[config.mk]
export PLATFORM = sky130hd
export DESIGN_NAME = inst_loader
export DESIGN_NICKNAME = d
export VERILOG_FILES = /design/src/rtl/nibble_pkg.sv /design/src/rtl/byte_assembler.sv /design/src/rtl/inst_loader.sv
export SDC_FILE = /design/constraint.sdc
export NUM_CORES = 1
export LEC_CHECK = 0
export CAP_MARGIN = 20
export CORE_UTILIZATION = 30
export DETAILED_ROUTE_END_ITERATION = 10
export HOLD_SLACK_MARGIN = 0.03
export SLEW_MARGIN = 40
export SYNTH_ARGS = -nofsm -noshare
export SYNTH_HDL_FRONTEND = slang
export SYNTH_HIERARCHICAL = 1
export SYNTH_SLANG_ARGS = --single-unit
[constraint.sdc]
create_clock -name clock -period 1.83 [get_ports clock]
set_input_delay 0.183 -clock clock [delete_from_list [all_inputs] [get_ports clock]]
set_output_delay 0.183 -clock clock [all_outputs]
set_load 0.02 [all_outputs]
[src/rtl/nibble_pkg.sv]
// Shared definitions for the 24-bit instruction format, used by both the
// core decoder and the instruction loader.
package nibble_pkg;

  localparam int INST_W = 24;

  localparam int RSV_BIT = 23;
  localparam int OP_LSB = 20;
  localparam int OP_W = 3;
  localparam int X_LSB = 12;
  localparam int X_W = 8;
  localparam int Y_LSB = 4;
  localparam int Y_W = 8;
  localparam int ADDR_LSB = 0;
  localparam int ADDR_FLD_W = 4;

  typedef enum logic [1:0] {
    IDLE,
    RECV,
    WRITE,
    DONE
  } loader_state_t;

  function automatic logic inst_reserved(input logic [INST_W-1:0] w);
    return w[RSV_BIT];
  endfunction

  function automatic logic [OP_W-1:0] inst_op(input logic [INST_W-1:0] w);
    return w[OP_LSB +: OP_W];
  endfunction

  function automatic logic [X_W-1:0] inst_x(input logic [INST_W-1:0] w);
    return w[X_LSB +: X_W];
  endfunction

  function automatic logic [Y_W-1:0] inst_y(input logic [INST_W-1:0] w);
    return w[Y_LSB +: Y_W];
  endfunction

  function automatic logic [ADDR_FLD_W-1:0] inst_addr(input logic [INST_W-1:0] w);
    return w[ADDR_LSB +: ADDR_FLD_W];
  endfunction

endpackage

[src/rtl/byte_assembler.sv]
// Shifts bytes MSB-first into a word and flags the byte that completes it.
// word_valid and next_word are combinational so the caller can act on the
// completing transfer in the same cycle.
module byte_assembler #(
  parameter int WORD_BYTES = 3,
  parameter int CNT_W = $clog2(WORD_BYTES)
) (
  input  logic                    clock,
  input  logic                    reset,
  input  logic                    clr,
  input  logic                    shift_en,
  input  logic [7:0]              data,
  output logic [WORD_BYTES*8-1:0] next_word,
  output logic                    word_valid
);

  localparam int WORD_W = WORD_BYTES * 8;
  localparam logic [CNT_W-1:0] CNT_LAST = CNT_W'(WORD_BYTES - 1);

  logic [WORD_W-1:0] word_p0;
  logic [CNT_W-1:0]  byte_cnt;

  assign next_word  = {word_p0[WORD_W-9:0], data};
  assign word_valid = shift_en && (byte_cnt == CNT_LAST);

  always_ff @(posedge clock or negedge reset) begin
    if (!reset) begin
      word_p0  <= '0;
      byte_cnt <= '0;
    end else begin
      if (clr) begin
        byte_cnt <= '0;
      end else if (shift_en) begin
        byte_cnt <= word_valid ? '0 : byte_cnt + CNT_W'(1);
      end
      if (shift_en) begin
        word_p0 <= next_word;
      end
    end
  end

endmodule

[src/rtl/inst_loader.sv]
// Fills the instruction store from a byte stream: three bytes per word, MSB
// first, written at sequential addresses from 0, then reports done.
module inst_loader
  import nibble_pkg::*;
#(
  parameter int ADDR_W = 4,
  parameter int DEPTH = 16,
  parameter int WORD_BYTES = 3
) (
  input  logic              clock,
  input  logic              reset,
  input  logic              start,
  input  logic              in_valid,
  input  logic [7:0]        in_data,
  input  logic              in_last,
  output logic              in_ready,
  output logic              mem_we,
  output logic [ADDR_W-1:0] mem_addr,
  output logic [INST_W-1:0] mem_wdata,
  output logic              busy,
  output logic              done,
  output logic              err,
  output logic [ADDR_W:0]   word_count
);

  localparam logic [ADDR_W:0] LAST_SLOT = (ADDR_W + 1)'(DEPTH - 1);

  loader_state_t     state;
  logic              xfer;
  logic              load_start;
  logic              word_valid;
  logic [INST_W-1:0] next_word;
  logic              last_p1;
  logic              full_slot;

  // The address saturates on the final slot so a full memory never wraps.
  function automatic logic [ADDR_W-1:0] addr_advance(input logic [ADDR_W-1:0] a,
                                                      input logic at_end);
    return at_end ? a : a + ADDR_W'(1);
  endfunction

  assign xfer       = in_valid && in_ready;
  assign load_start = start && ((state == IDLE) || (state == DONE));
  assign full_slot  = (word_count == LAST_SLOT);

  byte_assembler #(
    .WORD_BYTES(WORD_BYTES)
  ) u_asm (
    .clock     (clock),
    .reset     (reset),
    .clr       (load_start),
    .shift_en  (xfer),
    .data      (in_data),
    .next_word (next_word),
    .word_valid(word_valid)
  );

  always_ff @(posedge clock or negedge reset) begin
    if (!reset) begin
      state      <= IDLE;
      in_ready   <= 1'b0;
      mem_we     <= 1'b0;
      mem_addr   <= '0;
      mem_wdata  <= '0;
      busy       <= 1'b0;
      done       <= 1'b0;
      err        <= 1'b0;
      word_count <= '0;
      last_p1    <= 1'b0;
    end else begin
      mem_we <= 1'b0;
      case (state)
        IDLE, DONE: begin
          if (start) begin
            state      <= RECV;
            in_ready   <= 1'b1;
            busy       <= 1'b1;
            done       <= 1'b0;
            err        <= 1'b0;
            mem_addr   <= '0;
            word_count <= '0;
          end
        end
        RECV: begin
          if (xfer) begin
            if (word_valid) begin
              state     <= WRITE;
              in_ready  <= 1'b0;
              mem_we    <= 1'b1;
              mem_wdata <= next_word;
              last_p1   <= in_last;
              if (inst_reserved(next_word)) begin
                err <= 1'b1;
              end
            end else if (in_last) begin
              // Program ended mid-word: drop the partial word.
              state    <= DONE;
              in_ready <= 1'b0;
              busy     <= 1'b0;
              done     <= 1'b1;
              err      <= 1'b1;
            end
          end
        end
        WRITE: begin
          word_count <= word_count + (ADDR_W + 1)'(1);
          mem_addr   <= addr_advance(mem_addr, full_slot);
          if (last_p1 || full_slot) begin
            state <= DONE;
            busy  <= 1'b0;
            done  <= 1'b1;
            if (!last_p1) begin
              err <= 1'b1;
            end
          end else begin
            state    <= RECV;
            in_ready <= 1'b1;
          end
        end
        default: begin
          state    <= IDLE;
          in_ready <= 1'b0;
          busy     <= 1'b0;
          done     <= 1'b0;
        end
      endcase
    end
  end

endmodule
# Word level (Yosys, flattened, before mapping)
# Index checks and enable logic that the tools add are counted.
# Widths: inputs -> output; s select.
totals:
  regBits: 59
  latchBits: 0
  mem_bits_rw: 0
  romBits: 0
  input_bits: 13
  output_inout_bits: 38
  word_cells: 85
  memories: 0
op_classes:
  n_addsub: 3
  mul: 0
  div_mod_pow: 0
  order_cmp: 0
  eq_ne: 15
  n_shift: 0
  n_mux: 39
  bitwise_logic: 0
  n_reduce_logical: 16
op_table:
  columns: ["cell", "n"]
  rows:
  - ["$mux 1", 21]
  - ["$mux 2", 8]
  - ["$ne 2x2->1 const B", 7]
  - ["$pmux 1 s3", 4]
  - ["$pmux 5 s2", 1]
  - ["$reduce_and 3->1", 3]
  - ["$mux 4", 2]
  - ["$pmux 4 s2", 1]
  - ["$eq 2x2->1 const B", 3]
  - ["$pmux 2 s3", 1]
  - ["$reduce_and 6->1", 1]
  - ["$add 5x1->5 const B", 1]
  - ["$eq 5x4->1 const B", 1]
  - ["$mux 5", 1]
  - ["$reduce_and 5->1", 1]
  - ["$add 4x1->4 const B", 1]
  - ["$reduce_and 4->1", 1]
  - ["$reduce_bool 2->1", 2]
  - ["$logic_and 1x1->1", 3]
  - ["$ne 3x2->1 const B", 1]
  - ["$ne 3x3->1 const B", 1]
  - ["$add 2x1->2 const B", 1]
  - ["$eq 2x1->1 const B", 1]
  - ["$logic_not 2->1", 1]
  - ["4 further kinds", 5]

# Depth between registers and ports, before layout
# Gate-level depths: netlist of run 1.
logic_depth:
  ltp_word: 5
  ltp_mapped: 8

# By module
# Netlist of run 1, hierarchy kept.
modules_own_cells:
  columns: ["mod", "n_inst", "cells_each", "area_each_um2", "seq_area_each_um2"]
  rows:
  - ["inst_loader", 1, 153, 1980.6, 1026.0]
  - ["byte_assembler", 1, 51, 748.2, 450.4]

# Worst setup path before layout of run 1
# OpenSTA, ideal clock, no wires.
synth_timing:
  kind: "register to register"
  from: "reg in_ready"
  to: "reg err"
  setup_time_ns: 0.128
  t_arrival_ns: 2.013
  setup_slack_ns: -0.311
  path_stages_with_launch: 9
  synth_period_minus_slack_ns: 2.141
  cell_sequence: "dfrtp_1 -> and2_1 -> buf_4 -> buf_2 -> and3b_1 -> nor2_1 -> a211oi_2 -> o211ai_1 -> mux2_1"
synth_via:
  elab_chain_cells: 5
  word_cells_on_any_way: 9
synth_lines:
  columns: ["element", "line", "rtl"]
  rows:
  - ["start: declaration", "inst_loader.sv:16", "output logic in_ready,"]
  - ["start signal: assignment", "inst_loader.sv:61", "in_ready <= 1'b0;"]
  - ["start signal: assignment", "inst_loader.sv:76", "in_ready <= 1'b1;"]
  - ["start signal: assignment", "inst_loader.sv:88", "in_ready <= 1'b0;"]
  - ["$logic_and 1x1->1 (*)", "inst_loader.sv:42", "assign xfer = in_valid && in_ready;"]
  - ["via xfer", "inst_loader.sv:29", "logic xfer;"]
  - ["$logic_and 1x1->1 (*)", "byte_assembler.sv:24", "assign word_valid = shift_en && (byte_cnt == CNT_LAST);"]
  - ["via word_valid", "inst_loader.sv:31", "logic word_valid;"]
  - ["$mux 1", "inst_loader.sv:86", "if (word_valid) begin"]
  - ["$mux 1", "inst_loader.sv:85", "if (xfer) begin"]
  - ["$pmux 1 s3", "inst_loader.sv:72", "case (state)"]
  - ["end signal: assignment", "inst_loader.sv:67", "err <= 1'b0;"]
  - ["end signal: assignment", "inst_loader.sv:79", "err <= 1'b0;"]
  - ["end signal: assignment", "inst_loader.sv:93", "err <= 1'b1;"]
  - ["end: declaration", "inst_loader.sv:22", "output logic err,"]
# The timed path passes the listed nets; every way through them passes the cells marked *. The select of a mux whose other input is x is not followed.
# A chain may end at the register's enable or synchronous reset.

# Final worst setup path of run 1
layout_timing:
  from: "reg word_count[0]"
  to: "reg done"
layout_via:
  elab_chain_cells: 4
layout_lines:
  columns: ["element", "line", "rtl"]
  rows:
  - ["start: declaration", "inst_loader.sv:23", "output logic [ADDR_W:0] word_count"]
  - ["start signal: assignment", "inst_loader.sv:106", "word_count <= word_count + (ADDR_W + 1)'(1);"]
  - ["$eq 5x4->1", "inst_loader.sv:44", "assign full_slot = (word_count == LAST_SLOT);"]
  - ["$logic_or 1x1->1", "inst_loader.sv:108", "if (last_p1 || full_slot) begin"]
  - ["$ne 2x2->1 (no source line)", null, null]
  - ["$reduce_and 5->1 (no source line)", null, null]
  - ["end signal: assignment", "inst_loader.sv:66", "done <= 1'b0;"]
  - ["end signal: assignment", "inst_loader.sv:111", "done <= 1'b1;"]
  - ["end signal: assignment", "inst_loader.sv:124", "done <= 1'b0;"]
  - ["end: declaration", "inst_loader.sv:21", "output logic done,"]
# Every way passes these cells.

==> metrics.txt, run 1 <==
status=finished, final reports clean; initial DRC count=a little over 50; via count=1810; Clk network pwr share=~50%; CP startpoint kind=flip-flop; synth unique cells=37; Initial Util=31.1%; leakage power total=1.79 nW; Post-synth EDFFs=0; clock transition at the registers of the reported paths=0.06 ns; post-synth top area cell=dfrtp_1; postcts setup bufs=0; mux cell area share after synthesis=21.1%; worst setup path category=reg2reg; register share of total power=47.9%; drt wl/cell=between 10 and 15 um; layout net count=292; Warnings, synthesis=6; Period minus WS final=1.74 ns; max-cap viol count=0; Port Buffers=50; Adder-Cell Fraction of Synth Area=under 10%; Syn Nets=222; sequential element share of the synthesized area=54.1%; Synth area leaders=dfrtp_1 54%, mux2_4 10%, mux2_2 9.1%, buf_4 2.5%, ha_1 2.3%; Detail Route Antenna Nets=0; Net Sw Frac=20.1%; Rows=34; post-synthesis compound-gate area fraction=7.98%; detailed-router iteration count before antenna repair=4; Clock Skews=0.00764 ns; CP Max Fanout=6; placed cells=370; P&R area growth vs syn=37.1%; Ports=51; xor and xnor area share after synthesis=0%; final core occ=42.7%; min-delay worst type=in2async; post-DP HPWL=between 3000 and 4000 um; # setup viols final=0; reg-to-reg slack, setup=just under 0.09 ns; NetSw=0.547 mW; Slew headroom=76.5%; Fin Setup TNS=0 ns; Clock Sinks=59; die area=9480 sq um; clock latency on the worst-skew pair=between 0.3 and 0.4 ns; most common cell after layout, fill and taps aside=dfrtp_1; core box area=8760 sq um; mean post-synth cell area=approximately 13 sq um; total power=2.72 mW; Reg2Reg Depth=6; antenna fix cells=0; Max VDD drop=~0.44 mV; Vias per Instance=4.68; P_int=2.18 mW; Synth Area in Simple Gates=8.90%; top cell type's share of synthesized area=a little over half; clk buf depth=2; initial antenna violation count=0; final std cells w/o fill=387; FMAX=0.574 GHz; Setup crit start=word_count[0]$_DFFE_PN0P_; fraction of layout cells with a size suffix above 1=34.8%; fin crit share=95.2%; Req. time, crit path=~2 ns; RSZ-0062 raised after global routing=no; global route overflow=0; CP Data Arrival Time=1.96 ns; first-pass GRT wire length=9320 um; H-tree level count=3; DRC=0; GR Util All Layers=12.6%; clock buffer count from CTS=9; combinational power share=2.7%; vias in the first global route=1844; largest net degree at the start of global routing=25; commonest cells after routing, fill and taps aside=58 x dfrtp_1, 49 x clkdlybuf4s50_1, 22 x mux2_2, 22 x buf_4, 21 x mux2_4; Synth async-reset ratio=100%; power per cell area=728 nW/um^2; largest family of logic cells by synthesized area=multiplexers; Worst R2R Start=word_count[0]$_DFFE_PN0P_; fillers=839; die height=97.4 um; Least-Margin Pin Slew=0.349 ns; max-slew violation count=0; terminus of the critical flop-to-flop path=done$_DFFE_PN0P_; crit path capture=done$_DFFE_PN0P_; CP endpoint kind=flip-flop; Most used DFF post-synth=dfrtp_1; Horiz. Die Dim=97.4 um; Final Hold Viols=0; DRT Wirelength=roughly 5500 um; Syn Inst Count=204; cell area after synthesis=2730 sq um; Seq cells post-synth=59; Clock Tree Root=clkbuf_8; TritonCTS clock tree=yes; Placer Congestion=0.861
-- what timing repair did --
action / 4_1_cts / 5_1_grt
gates resized for setup: 1 / 5
hold buffers: 1 / 0
pin swaps: 0 / 1
hold endpoints to repair: 12 / 0
setup endpoints to repair: 3 / 7
cloned: 0 / 0
-- synth_stat cells, types with 4 or more instances --
library cell	n
buf_2	5
mux2_4	19
dfrtp_1	59
mux2_2	22
nand4_1	5
nand3_1	5
o21ai_0	10
buf_4	9
ha_1	5
a21oi_1	8
inv_1	7
nor2_1	7
nand2_1	6
nand2b_1	4
-- cell type report --
type                            instances  area, sq um  area share (%)
Timing Repair Buffer                   76          731            19.5
Multi-Input combinational cell        121         1140            30.6
Clock inverter                          4         72.6            1.94
Tap cell                              108          135            3.61
Inverter                                7         26.3           0.702
Sequential cell                        59         1480            39.5
Clock buffer                           12          155            4.15
-- stage by stage --
| step | area (sq um) | worst slack (ns) | hold slack [ns] |
|---|---|---|---|
| after floorplan | 2760 | -0.154 | -0.113 |
| after global placement | 3480 | -0.0698 | 0.103 |
| after detailed placement | 3480 | -0.0811 | 0.102 |
| after CTS | 3720 | 0.00699 | 0.267 |
| after global routing | 3740 | 0.00523 | 0.294 |
| final | 3740 | 0.0880 | 0.283 |
-- critical path, cell delays in order, from the launching register on --
cell and delay (ns):
dfrtp_1 0.35, ha_1 0.18, and3_4 0.21, ha_4 0.16
nor2_1 0.08, a221oi_4 0.32, mux2_4 0.33
-- power groups by stage --
stage	clock, mW	sequential [mW]	combinational, mW
finish	1.35	1.30	0.0741
detailed placement	0	1.33	0.0751
global route	1.45	1.30	0.0833
floorplan	0	1.33	0.0154
CTS	1.40	1.30	0.0774
global placement	0	1.33	0.0745
-- kinds of logic (layout without fill, tap and decap cells) --
| group | after synthesis | after routing |
|---|---|---|
| DFF | 59 | 59 |
| muxes | 45 | 45 |
| and+or+nand+nor | 41 | 41 |
| AOI/OAI and AO/OA | 30 | 30 |
| buffers and inverters | 24 | 99 |
| adders and majority gates | 5 | 5 |
-- routing by layer --
metal	vias to the layer above	GRT usage [%]	wire length [um]
met5	-	0	0
met4	0	4.07	54
met3	6	5.47	317
met2	52	18.3	2400
met1	891	16.9	2750
li1	861	-	-
-- registers in the layout (all words and copies together) (netlist names), 2 cells and up --
register,flops
mem_wdata,24
u_asm/word_p0,16
word_count,5
mem_addr,4
state,2
u_asm/byte_cnt,2
-- how the worst min path moves through the flow --
stage               startpoint          endpoint  slack [ns]
floorplan                reset  busy$_DFFE_PN0P_       -0.11
global placement         reset  done$_DFFE_PN0P_        0.10
detailed placement       reset  busy$_DFFE_PN0P_        0.10
CTS                      reset  busy$_DFFE_PN0P_        0.27
global route             reset  busy$_DFFE_PN0P_        0.29
finish                   reset  busy$_DFFE_PN0P_        0.28
Power figures use the tool's default switching activity.
==> inputs of run 2 (changes only) <==
Settings changed: CORE_ASPECT_RATIO set to 0.8.
==> metrics.txt, run 2 (synthesis results as in run 1) <==
core box area=8630 sq um; clock transition at the registers of the reported paths=roughly 0.05 ns; # setup viols final=0; DRC=0; Max VDD drop=0.422 mV; antenna fix cells=0; fraction of layout cells with a size suffix above 1=34.2%; Initial Util=31.6%; biggest regs=mem_wdata (24), u_asm/word_p0 (16), word_count (5); Req. time, crit path=2.03 ns; status=finished, final reports clean; Period minus WS final=1.77 ns; Least-Margin Pin Slew=roughly 0.36 ns; leakage power total=1.81 nW; Fin Setup TNS=0 ns; vias in the first global route=1806; drt wl/cell=about 14 um; largest net degree at the start of global routing=60; initial antenna violation count=0; worst setup path category=reg2reg; GR Util All Layers=between 10% and 20%; Reg2Reg Depth=6; max-slew violation count=0; terminus of the critical flop-to-flop path=err$_DFFE_PN0P_; Horiz. Die Dim=about 110 um; Ports=51; CP Data Arrival Time=1.97 ns; CP endpoint kind=flip-flop; layout net count=289; Rows=30; Port Buffers=50; Placer Congestion=0.760; H-tree level count=3; fin crit share=96.5%; max-cap viol count=0; final core occ=between 40% and 50%; min-delay worst type=in2async; Vias per Instance=4.66; die height=around 87 um; first-pass GRT wire length=9330 um; global route overflow=0; register bank with the most flops=mem_wdata; die area=9480 sq um; clock latency on the worst-skew pair=0.32 ns; commonest cells after routing, fill and taps aside=58 x dfrtp_1, 49 x clkdlybuf4s50_1, 22 x mux2_2; max FFs per register=24; reg-to-reg slack, setup=between 0.06 and 0.07 ns; post-DP HPWL=3730 um; Worst R2R Start=state[0]$_DFFE_PN0P_; postcts setup bufs=0; Clock Tree Root=clkbuf_16; clk buf depth=2; most common cell after layout, fill and taps aside=dfrtp_1; RSZ-0062 raised after global routing=yes; CP startpoint kind=flip-flop; detailed-router iteration count before antenna repair=4; clock buffer count from CTS=9; FMAX=0.566 GHz; Clock Skews=slightly below 0.004 ns; Clock Sinks=59; Slew headroom=approximately 76%; initial DRC count=68; CP Max Fanout=6; via count=1803; Final Hold Viols=0; Detail Route Antenna Nets=0; DRT Wirelength=5570 um; total power=about 3.1 mW; P&R area growth vs syn=39.2%; power per cell area=804 nW/um^2; TritonCTS clock tree=yes
[run 2: changes by cell type in the layout (fill, tap and decap cells not counted)]
cell	previous run	this run
clkbuf_8	11	2
buf_4	22	19
clkbuf_1	1	0
clkbuf_16	0	9
clkinvlp_4	1	2
bufinv_16	2	1
[run 2: what timing repair did]
action | CTS | global route
setup endpoints to repair | 3 | 7
resized for setup | 1 | 5
endpoints found under the hold margin | 59 | 0
pin swaps | 0 | 1
hold buffers | 1 | 0
[run 2: how the worst max path moves through the flow]
| stage | slack (ns) | from | end |
|---|---|---|---|
| CTS | 0.005 | state[0]$_DFFE_PN0P_ | err$_DFFE_PN0P_ |
| detailed placement | -0.12 | in_valid | err$_DFFE_PN0P_ |
| global route | -0.009 | word_count[1]$_DFFE_PN0P_ | busy$_DFFE_PN0P_ |
| finish | 0.06 | state[0]$_DFFE_PN0P_ | err$_DFFE_PN0P_ |
| global placement | -0.06 | in_valid | err$_DFFE_PN0P_ |
| floorplan | -0.15 | in_ready$_DFFE_PN0P_ | busy$_DFFE_PN0P_ |
[run 2: stage by stage]
step | cells | worst slack (ns) | instance area, sq um | hold slack [ns]
after detailed placement | 371 | -0.121 | 3460 | 0.216
after CTS | 387 | 0.00452 | 3780 | 0.406
final | 387 | 0.0636 | 3800 | 0.396
after global placement | 371 | -0.0637 | 3460 | 0.212
after global routing | 387 | -0.00920 | 3800 | 0.445
after floorplan | 204 | -0.154 | 2760 | -0.113
[run 2: report_power, final]
part / total, mW / switching (mW) / internal (mW)
sequential: 1.31 / 0 / 1.31
combinational: 0.0706 / 0.0386 / 0.0320
clock: 1.68 / 0.563 / 1.12
total: 3.06 / 0.602 / 2.45
[run 2: cell type report]
cell class,count,area (sq um)
Multi-Input combinational cell,121,1140
Timing Repair Buffer,73,708
Clock inverter,4,50.0
Tap cell,112,140
Clock buffer,11,253
Inverter,7,26.3
Fill cell,805,4830
Sequential cell,59,1480
[run 2: critical path: stages, from the launching register on]
cell	delay [ns]
dfrtp_1	0.40
inv_1	0.07
ha_2	0.31
and2b_4	0.22
a211oi_2	0.20
o211ai_1	0.13
mux2_1	0.32
[run 2: layer usage]
metal | vias up | global-route usage (%) | wire (um)
met4 | 0 | 4.67 | 64
met5 | - | 0 | 0
met2 | 46 | 18.6 | 2500
li1 | 858 | - | -
met1 | 893 | 18.2 | 2730
met3 | 6 | 5.24 | 269
==> inputs of run 3 (changes only) <==
Settings changed: CELL_PAD_IN_SITES_DETAIL_PLACEMENT set to 0, CELL_PAD_IN_SITES_GLOBAL_PLACEMENT set to 1, PLACE_DENSITY_LB_ADDON set to 0.1.
==> metrics.txt, run 3 (synthesis results as in run 1) <==
core box area=8630 sq um; largest net degree at the start of global routing=34; CP max stage delay=0.36 ns; first-pass GRT wire length=9100 um; worst setup path category=reg2reg; antenna fix cells=0; CP Max Fanout=4; commonest cells after routing, fill and taps aside=58 x dfrtp_1, 49 x clkdlybuf4s50_1, 24 x buf_4; via count=between 1500 and 2000; Worst Hold Slack=0.360 ns; H-tree level count=3; post-route cell area=3800 sq um; Final Hold Viols=0; cells along the critical path=ha_2, and3_4, ha_4, nor2_1, a221oi_4, mux2_4; FMAX=0.565 GHz; Req. time, crit path=2.02 ns; CP startpoint kind=flip-flop; Detail Route Antenna Nets=0; Worst R2R Start=word_count[0]$_DFFE_PN0P_; DRT Wirelength=5460 um; register bank with the most flops=mem_wdata; drt wl/cell=13.9 um; Placer Congestion=0.732; max-cap viol count=0; Least-Margin Pin Slew=between 0.4 and 0.5 ns; Port Buffers=50; vias in the first global route=1756; clock buffer count from CTS=9; initial antenna violation count=0; post-DP HPWL=roughly 3900 um; Rows=30; Horiz. Die Dim=about 110 um; Setup crit start=word_count[0]$_DFFE_PN0P_; Placed Area=3470 sq um; Vias per Instance=approximately 4.6; P&R area growth vs syn=39.2%; die area=9480 sq um; status=finished, final reports clean; die height=87.3 um; clock latency on the worst-skew pair=0.31 ns; GR Util All Layers=12.6%; power per cell area=767 nW/um^2; Ports=51; Initial Util=31.6%; clock transition at the registers of the reported paths=0.05 ns; # setup viols final=0; detailed-router iteration count before antenna repair=4; Slowest-stage cell, CP=dfrtp_1; TritonCTS clock tree=yes; Clock Skews=approximately 0.0064 ns; global route overflow=0; fillers=829; min-delay worst type=in2async; max-slew violation count=0; CP Data Arrival Time=1.96 ns; final core occ=~44%; CP endpoint kind=flip-flop; Clock Tree Root=clkbuf_16; Clock Sinks=59; fraction of layout cells with a size suffix above 1=35.4%; layout net count=293; Period minus WS final=1.77 ns; most common cell after layout, fill and taps aside=dfrtp_1; biggest regs=mem_wdata (24), u_asm/word_p0 (16), word_count (5); Slew headroom=68.5%; DRC=0; leakage power total=1.81 nW; initial DRC count=44; max FFs per register=24; Max VDD drop=0.395 mV; total power=roughly 3 mW; Fin Setup TNS=0 ns; clk buf depth=2; fin crit share=about 97%
[run 3: cell count changes in the layout (fill, tap and decap cells not counted), sizes merged]
cell	change
clkinv	+1
clkbuf	+1
bufinv	-1
buf	+4
[run 3: cell type report]
cell class	instances	area, sq um	area share, %
inverter	7	26.3	0.692
timing repair buffer	77	726	19.1
multi-input combinational	121	1150	30.2
clock inverter	4	25.0	0.659
sequential	59	1480	38.9
tap	112	140	3.69
clock buffer	12	256	6.75
[run 3: timing repair]
action,CTS,global route
buffers inserted,0,1
endpoints found under the setup margin,3,8
pin swaps,0,1
hold buffers,1,0
gates resized for setup,1,5
endpoints found under the hold margin,16,0
[run 3: where the power goes]
part | total [mW] | internal (mW) | switching, mW
sequential | 1.31 | 1.31 | 0
clock | 1.54 | 0.984 | 0.552
combinational | 0.0716 | 0.0332 | 0.0384
total | 2.91 | 2.32 | 0.591
[run 3: final timing paths]
kind / end / slack (ns) / depth (start not counted)
min in group clock: mem_wdata[18]$_DFFE_PN0P_ / 0.50 / 1
min: in_ready$_DFFE_PN0P_ / 0.36 / 2
max in group asynchronous: mem_wdata[5]$_DFFE_PN0P_ / 0.93 / 3
max reg2reg: done$_DFFE_PN0P_ / 0.06 / 6
max: done$_DFFE_PN0P_ / 0.06 / 6
min reg2reg: mem_wdata[18]$_DFFE_PN0P_ / 0.50 / 1
[run 3: metal layers]
metal  GRT usage (%)  part of all wire [%]  up-vias
li1                -                     -      870
met1            17.9                    51      889
met2            18.5                    44       36
met3            3.66                   4.1        4
met4            3.69                  0.64        0
met5               0                     0        -
[run 3: critical path: cells and delay by family (launching register included)]
kind                       cells  cell delay, ns
and+or+nand+nor                2            0.28
adders and majority gates      2            0.36
AOI/OAI and AO/OA              1            0.33
DFF                            1            0.36
muxes                          1            0.33
[run 3: per-stage QoR]
step | setup WS (ns) | instances
after floorplan | -0.154 | 204
after global placement | -0.0605 | 374
after detailed placement | -0.0992 | 374
after CTS | 0.00316 | 391
after global routing | -0.00919 | 392
final | 0.0594 | 392
